### config.mk
export PLATFORM = sky130hd
export DESIGN_NAME = reg_file_sb_flat
export DESIGN_NICKNAME = d
export VERILOG_FILES = /design/src/rtl/reg_file_sb_if.sv /design/src/rtl/reg_file_sb.sv /design/src/flat_wrapper.sv
export SDC_FILE = /design/constraint.sdc
export NUM_CORES = 2
export LEC_CHECK = 0
export BUFFER_PORTS_ARGS = -buffer_cell sky130_fd_sc_hd__buf_2
export CELL_PAD_IN_SITES_DETAIL_PLACEMENT = 2
export CELL_PAD_IN_SITES_GLOBAL_PLACEMENT = 2
export CORE_MARGIN = 4
export CORE_UTILIZATION = 25
export CTS_BUF_LIST = sky130_fd_sc_hd__clkbuf_16
export CTS_CLUSTER_SIZE = 24
export DETAILED_ROUTE_END_ITERATION = 12
export GPL_ROUTABILITY_DRIVEN = 1
export HOLD_SLACK_MARGIN = 0.05
export PLACE_DENSITY_LB_ADDON = 0.15
export SETUP_SLACK_MARGIN = 0.4
export SLEW_MARGIN = 0
export SYNTH_ARGS = -nofsm -noshare
export SYNTH_HDL_FRONTEND = slang
export SYNTH_SLANG_ARGS = --single-unit
### constraint.sdc
create_clock -name clk -period 2.8 [get_ports clk]
set_input_delay 0.28 -clock clk [delete_from_list [all_inputs] [get_ports clk]]
set_output_delay 0.28 -clock clk [all_outputs]
set_load 0.01 [all_outputs]
### src/rtl/reg_file_sb_if.sv
// ---------------------------------------------------------------------------
// reg_file_sb_if
// Bundles the write, read, issue and scoreboard signals of reg_file_sb.
//   wen/waddr/wdata    : writeback port
//   raddr1/raddr2      : read indices
//   rdata1/rdata2      : combinational read data
//   iss_valid/iss_rd   : issue of an instruction with destination iss_rd
//   busy1/busy2        : pending-write flag for each read index
//   busy_vec           : registered per-register pending-write flags
// master: drives writeback/read/issue requests (pipeline side)
// slave : the register file itself
// ---------------------------------------------------------------------------
interface reg_file_sb_if #(
    parameter int ADDR_WIDTH = 5,
    parameter int DATA_WIDTH = 32
);
    logic                       wen;
    logic [ADDR_WIDTH-1:0]      waddr;
    logic [DATA_WIDTH-1:0]      wdata;
    logic [ADDR_WIDTH-1:0]      raddr1;
    logic [ADDR_WIDTH-1:0]      raddr2;
    logic [DATA_WIDTH-1:0]      rdata1;
    logic [DATA_WIDTH-1:0]      rdata2;
    logic                       iss_valid;
    logic [ADDR_WIDTH-1:0]      iss_rd;
    logic                       busy1;
    logic                       busy2;
    logic [(2**ADDR_WIDTH)-1:0] busy_vec;

    modport master (
        output wen, waddr, wdata, raddr1, raddr2, iss_valid, iss_rd,
        input  rdata1, rdata2, busy1, busy2, busy_vec
    );

    modport slave (
        input  wen, waddr, wdata, raddr1, raddr2, iss_valid, iss_rd,
        output rdata1, rdata2, busy1, busy2, busy_vec
    );
endinterface

### src/rtl/reg_file_sb.sv
// ---------------------------------------------------------------------------
// reg_file_sb
// Register file (one write port, two read ports) with an integrated
// pending-write scoreboard.
// Ports:
//   clk   : clock, all state updates on the rising edge
//   reset : asynchronous active-low reset, clears storage and scoreboard
//   rf    : reg_file_sb_if.slave bundle (writeback, reads, issue, busy)
// Parameters:
//   ADDR_WIDTH : register index width, depth = 2**ADDR_WIDTH
//   DATA_WIDTH : register width
//   ZERO_REG   : 1 -> register 0 reads zero, ignores writes, never busy
//   BYPASS     : 1 -> same-cycle writeback data is forwarded to reads
// ---------------------------------------------------------------------------
module reg_file_sb #(
    parameter int ADDR_WIDTH = 5,
    parameter int DATA_WIDTH = 32,
    parameter int ZERO_REG   = 1,
    parameter int BYPASS     = 1
) (
    input logic          clk,
    input logic          reset,
    reg_file_sb_if.slave rf
);
    localparam int DEPTH = 1 << ADDR_WIDTH;

    logic [DATA_WIDTH-1:0] mem [DEPTH];
    logic [DEPTH-1:0]      busy_q;
    logic [DEPTH-1:0]      busy_next;

    function automatic logic is_hardzero(input logic [ADDR_WIDTH-1:0] a);
        return (ZERO_REG != 0) && (a == '0);
    endfunction

    // A read hits the writeback port when forwarding is enabled and the
    // index is a real register being written this cycle.
    function automatic logic fwd_hit(input logic                  w_en,
                                     input logic [ADDR_WIDTH-1:0] w_addr,
                                     input logic [ADDR_WIDTH-1:0] r_addr);
        return (BYPASS != 0) && w_en && (w_addr == r_addr) && !is_hardzero(r_addr);
    endfunction

    // Issue is applied after writeback so a new producer to the same index
    // wins over the retiring one.
    always_comb begin
        busy_next = busy_q;
        if (rf.wen)
            busy_next[rf.waddr] = 1'b0;
        if (rf.iss_valid && !is_hardzero(rf.iss_rd))
            busy_next[rf.iss_rd] = 1'b1;
    end

    always_ff @(posedge clk or negedge reset) begin
        if (!reset) begin
            for (int i = 0; i < DEPTH; i++)
                mem[i] <= '0;
            busy_q <= '0;
        end else begin
            if (rf.wen && !is_hardzero(rf.waddr))
                mem[rf.waddr] <= rf.wdata;
            busy_q <= busy_next;
        end
    end

    // Outputs are forced low during reset so nothing is forwarded while the
    // write port is being ignored.
    always_comb begin
        rf.rdata1 = '0;
        rf.busy1  = 1'b0;
        if (reset && !is_hardzero(rf.raddr1)) begin
            if (fwd_hit(rf.wen, rf.waddr, rf.raddr1)) begin
                rf.rdata1 = rf.wdata;
            end else begin
                rf.rdata1 = mem[rf.raddr1];
                rf.busy1  = busy_q[rf.raddr1];
            end
        end
    end

    always_comb begin
        rf.rdata2 = '0;
        rf.busy2  = 1'b0;
        if (reset && !is_hardzero(rf.raddr2)) begin
            if (fwd_hit(rf.wen, rf.waddr, rf.raddr2)) begin
                rf.rdata2 = rf.wdata;
            end else begin
                rf.rdata2 = mem[rf.raddr2];
                rf.busy2  = busy_q[rf.raddr2];
            end
        end
    end

    assign rf.busy_vec = busy_q;

endmodule

### src/flat_wrapper.sv
// flat-port wrapper written by rule: the top's interface ports become plain ports
module reg_file_sb_flat 
#(
    parameter int ADDR_WIDTH = 5,
    parameter int DATA_WIDTH = 32,
    parameter int ZERO_REG   = 1,
    parameter int BYPASS     = 1
)
  (clk, reset, rf_wen, rf_waddr, rf_wdata, rf_raddr1, rf_raddr2, rf_iss_valid, rf_iss_rd, rf_rdata1, rf_rdata2, rf_busy1, rf_busy2, rf_busy_vec);
  reg_file_sb_if #(.ADDR_WIDTH(ADDR_WIDTH), .DATA_WIDTH(DATA_WIDTH)) rf_i ();
  input logic clk;
  input logic reset;
  input wire logic [$bits(rf_i.wen)-1:0] rf_wen;
  input wire logic [$bits(rf_i.waddr)-1:0] rf_waddr;
  input wire logic [$bits(rf_i.wdata)-1:0] rf_wdata;
  input wire logic [$bits(rf_i.raddr1)-1:0] rf_raddr1;
  input wire logic [$bits(rf_i.raddr2)-1:0] rf_raddr2;
  input wire logic [$bits(rf_i.iss_valid)-1:0] rf_iss_valid;
  input wire logic [$bits(rf_i.iss_rd)-1:0] rf_iss_rd;
  output wire logic [$bits(rf_i.rdata1)-1:0] rf_rdata1;
  output wire logic [$bits(rf_i.rdata2)-1:0] rf_rdata2;
  output wire logic [$bits(rf_i.busy1)-1:0] rf_busy1;
  output wire logic [$bits(rf_i.busy2)-1:0] rf_busy2;
  output wire logic [$bits(rf_i.busy_vec)-1:0] rf_busy_vec;
  assign rf_i.wen = rf_wen;
  assign rf_i.waddr = rf_waddr;
  assign rf_i.wdata = rf_wdata;
  assign rf_i.raddr1 = rf_raddr1;
  assign rf_i.raddr2 = rf_raddr2;
  assign rf_i.iss_valid = rf_iss_valid;
  assign rf_i.iss_rd = rf_iss_rd;
  assign rf_rdata1 = rf_i.rdata1;
  assign rf_rdata2 = rf_i.rdata2;
  assign rf_busy1 = rf_i.busy1;
  assign rf_busy2 = rf_i.busy2;
  assign rf_busy_vec = rf_i.busy_vec;
  reg_file_sb #(.ADDR_WIDTH(ADDR_WIDTH), .DATA_WIDTH(DATA_WIDTH), .ZERO_REG(ZERO_REG), .BYPASS(BYPASS)) u_core (.clk(clk), .reset(reset), .rf(rf_i));
endmodule
======== Word-level counts from Yosys, hierarchy flattened ========
Index checks and enable logic that the tools add are counted.
word-level totals
  logic and storage cells ................. 97
  flip-flop bits (word level) ............. 1056
cells by class
  equal/unequal tests ..................... 2
  reductions and logical operators ........ 19
  magnitude comparators ................... 10
  bitwise operators ....................... 6
  mux-type cells .......................... 27
operators by type and width
  operator              count
  $bwmux W1024          1
  $mux W32              11
  $bmux W32 S5          2
  $demux W32 S5         1
  $and A32 B32 Y32      1
  $not A32 Y32          1
  $or A32 B32 Y32       1
  $lt A5 B6 Y1 const B  4
  $logic_not A5 Y1      4
  $ge A6 B6 Y1 const B  3
  $not A5 Y6            3
  $logic_and A1 B1 Y1   11
  $bmux W1 S5           2
  $demux W1 S5          2
  $eq A5 B5 Y1          2
  $ge A5 B1 Y1 const B  2
  $mux W1               8
  $lt A6 B1 Y1 const B  1
  $logic_not A1 Y1      4

======== Logic depth before layout (Yosys ltp) ========
  word-level depth ........................ 9
  mapped depth ............................ 10
  depth with buffers taken out ............ 5

======== Least setup slack after synthesis ========
OpenSTA, ideal clock, no wires.
  path type ............................... input to output
  start ................................... in rf_raddr1[4]
  end ..................................... out rf_busy1
  data required time ...................... 2520 ps
  stages .................................. 8
  path slack .............................. 662 ps
  arrival time ............................ 1858 ps
  cells stage by stage .................... buf_2 > or2_1 > clkbuf_1 > o31ai_1 > a211o_2 > buf_6 > buf_2 > nor4b_1
between the ends
  cells in the longest elaborated chain, start to end .. 5
  elaborated cells on any way between the ends .. 10
  those cells by class .................... eq/ne (1); mux (4); reduce/logical (5)
ends and longest elaborated chain
  what                                                                 RTL line            source
  start, declared                                                      flat_wrapper.sv:16  input wire logic [$bits(rf_i.raddr1)-1:0] rf_raddr1;
  parallel branches: the longest is 4 deep, another holds $bmux W1 S5  --
  $mux W1 (*)                                                          reg_file_sb.sv:70   if (reset && !is_hardzero(rf.raddr1)) begin
  end, declared                                                        flat_wrapper.sv:22  output wire logic [$bits(rf_i.busy1)-1:0] rf_busy1;
Mark *: on every way between the ends. The select of a mux whose other input is x is not followed.

======== Worst setup path after layout ========
  start ................................... in rf_raddr1[4]
  end ..................................... out rf_rdata1[14]
between the ends
  cells in the longest elaborated chain, start to end .. 6
  elaborated cells on any way between the ends .. 12
  those cells by class .................... eq/ne (1); mux (5); bitwise (1); reduce/logical (5)
ends and longest elaborated chain
  what                                         RTL line            source
  $not A5 Y6 (not written as such)             reg_file_sb.sv:74   rf.rdata1 = mem[rf.raddr1];
  $bmux W32 S5                                 reg_file_sb.sv:74
  $mux W32 (not written as such) (2 in a row)  reg_file_sb.sv:74
  $mux W32                                     reg_file_sb.sv:71   if (fwd_hit(rf.wen, rf.waddr, rf.raddr1)) begin
  $mux W32 (*)                                 reg_file_sb.sv:70
  end, declared                                flat_wrapper.sv:20  output wire logic [$bits(rf_i.rdata1)-1:0] rf_rdata1;
Mark *: on every way between the ends. The rest lies on a longest branch, timed or not. The select of a mux whose other input is x is not followed.

==> metrics.txt <==
status finished with violations; failing checks setup timing; Max-Cap Viols 0; YS warnings 0; f_max 0.345 GHz; R2R depth 4; DR DRC count 0; RR Endpoint u_core.rf.busy_vec[29]; die height 486 um; critical path class input port to output port; Synth Register Bits 1056; Max-Slew Margin vs Limit 0.288; H-tree Lvls 4; reg2reg setup slack 1.40 ns; Seq/Total Area, Yosys 0.462; post-route insts no fill 7489; layout cells sized above 1 0.572; Pre-Repair DR Iteration Count 4; Synthesized Nets 4143; CTS tree done; number of port buffers 153; hold path startpoint rf_waddr[2]; wire length per cell 32.1 um; total power 49.0 mW; Final HPWL DP 156 mm; EDFF count, synth 0; Worst EP required 2.52 ns; VDD IR max 0.000603 V; synth top area cells dfrtp_1 (46%), mux2_2 (22%), mux4_2 (13%); Pleak 30.3 nW; footprint of the multi-input gates 0.0304 mm2; crit share post-route 1.04; hold path cells 3; gr usage total 0.201; clock tree buffer depth 3; Critical Path Sink Type output port; ys async rst share 1.00; Slew Limit Fails 0; Power Dens Cells 688 mW/mm2; Iter 0 DRT Violations 1989; dominant cell type by area after synthesis dfrtp_1; most frequent cells in the layout mux2_2 (1134), dfrtp_1 (1054), mux4_2 (340), buf_4 (290), mux2i_1 (161); vias 38.9k; GRT overflow 0; GP Congestion 0.742; CTS Buf Count 137; Sequential cell area 0.0264 mm2; Routed WL 240 mm; I/O pin cnt 154; nets 4432; Final ANT Viol Nets 0; row count 175; final setup violation count 12; distinct cell type count after synthesis 60; placed instance count 7134; commonest non-fill, non-tap cell in the layout mux2_2; final setup margin -0.102 ns; Synth top area share 0.462; RSZ-0062 raised after global routing true; synthesized area per cell 14.0 um2; synthesized area 0.0572 mm2; core footprint 0.227 mm2; Tightest Hold Check Type input port to flip-flop; initial core utilization 0.251; Die Area 0.236 mm2; skew final 0 ns; initial antenna violation count 14; largest net degree at the start of global routing 150; pin slew with the least headroom to its limit 1.07 ns; Cells after Synth 4087; CP arrival 2.62 ns; vias in the first global route 43.3k; Min-Delay Endpoint u_core.rf.busy_vec[0]; die span in x 486 um; Top FF cell, synth dfrtp_1; crit path max fanout 35; vias per inst 5.19; first-pass GRT wire length 345 mm; Reg clk slew, reported paths 0.06 ns; Sink Count 1056; worst-skew pair later-pin latency 0.76 ns; Final Hold Vio Count 0; Fill cells 23.3k; area grow syn2layout 24.6%; Startpoint Class input port; root buffer cell clkbuf_16; reg2reg start u_core.rf.busy_vec[29]; Tmin final 2.90 ns
-- logic make-up after synthesis --
family,after synthesis,synth area share
flops,1056,0.462
buf+inv,474,0.0432
mux,1685,0.395
xor+xnor,9,0.00138
compound gates,628,0.0754
simple gates,235,0.0222
-- timing repair --
action / CTS / global route
pin swaps: 92 / 84
hold buffers: 19 / 0
gates resized for setup: 277 / 99
endpoints found under the setup margin: 66 / 66
setup buffers: 71 / 22
hold endpoints to repair: 260 / 0
-- through the flow --
| step | instance area (um2) | util | setup slack [ns] | TNS (ns) | hold slack [ns] |
|---|---|---|---|---|---|
| 2_1_floorplan | 57200 | - | 0.662 | 0 | -0.0156 |
| 3_3_place_gp | 64000 | 0.281 | -0.352 | -2.30 | 0.380 |
| 3_5_place_dp | 64000 | 0.281 | -0.384 | -2.43 | 0.385 |
| 4_1_cts | 70500 | 0.310 | -0.181 | -2.07 | 0.0625 |
| 5_1_grt | 71200 | 0.313 | -0.245 | -2.85 | 0.137 |
| 6_report | 71200 | 0.313 | -0.102 | -0.499 | 0.155 |
-- layout make-up --
| cell class | instances | share of cell area |
|---|---|---|
| inverters | 2 | 0.000105 |
| clock buffers | 143 | 0.0503 |
| clock inverters | 97 | 0.0104 |
| flip-flops and latches | 1056 | 0.371 |
| multi-input cells | 2557 | 0.427 |
| diodes | 3 | 0.000105 |
| repair buffers | 622 | 0.0881 |
| well taps | 3009 | 0.0529 |
-- worst max-delay path, stage by stage --
cell and delay [ns]:
buf_4 0.19, buf_4 0.17, or2_2 0.33, o31ai_2 0.22
a211o_4 0.25, buf_16 0.22, nor2_1 0.14, a311oi_4 0.42
buf_2 0.21
-- synthesized netlist by cell type, drive strengths merged (33+ instances only) --
| library cell | n |
|---|---|
| a211oi | 34 |
| a21oi | 62 |
| a22o | 46 |
| buf | 252 |
| clkbuf | 220 |
| dfrtp | 1056 |
| mux2 | 1180 |
| mux2i | 165 |
| mux4 | 340 |
| nor2 | 89 |
| nor2b | 37 |
| o2111ai | 33 |
| o21ai | 129 |
| o22ai | 155 |
-- registers in the layout, summed over array words and instances, names as in the netlist --
register,count
u_core.mem,1024
u_core.rf.busy_vec,32
-- worst max-delay path by stage --
stage	start	endpoint	slack, ns	depth (start not counted)
after global routing	u_core.mem[206]	rf_rdata1[14]	-0.25	7
after detailed placement	rf_raddr1[4]	rf_rdata1[14]	-0.38	9
after floorplan	rf_raddr1[4]	rf_busy1	0.66	8
after global placement	rf_raddr1[2]	rf_rdata1[14]	-0.35	8
final	rf_raddr1[4]	rf_rdata1[14]	-0.10	9
after CTS	u_core.mem[845]	rf_rdata1[13]	-0.18	5
-- power by group --
part	internal, mW	switching [mW]	total, mW
sequential	18.2	2.25	20.4
clock	10.2	7.32	17.5
combinational	6.30	4.76	11.1
-- routing by layer --
| metal | GRT usage | vias to the layer above | share of wire |
|---|---|---|---|
| met3 | 0.0243 | 234 | 0.027 |
| li1 | - | 16400 | - |
| met4 | 0.0425 | 8 | 0.020 |
| met2 | 0.343 | 557 | 0.49 |
| met5 | 0 | - | 0.00019 |
| met1 | 0.275 | 21700 | 0.46 |
Power figures use the tool's default switching activity.
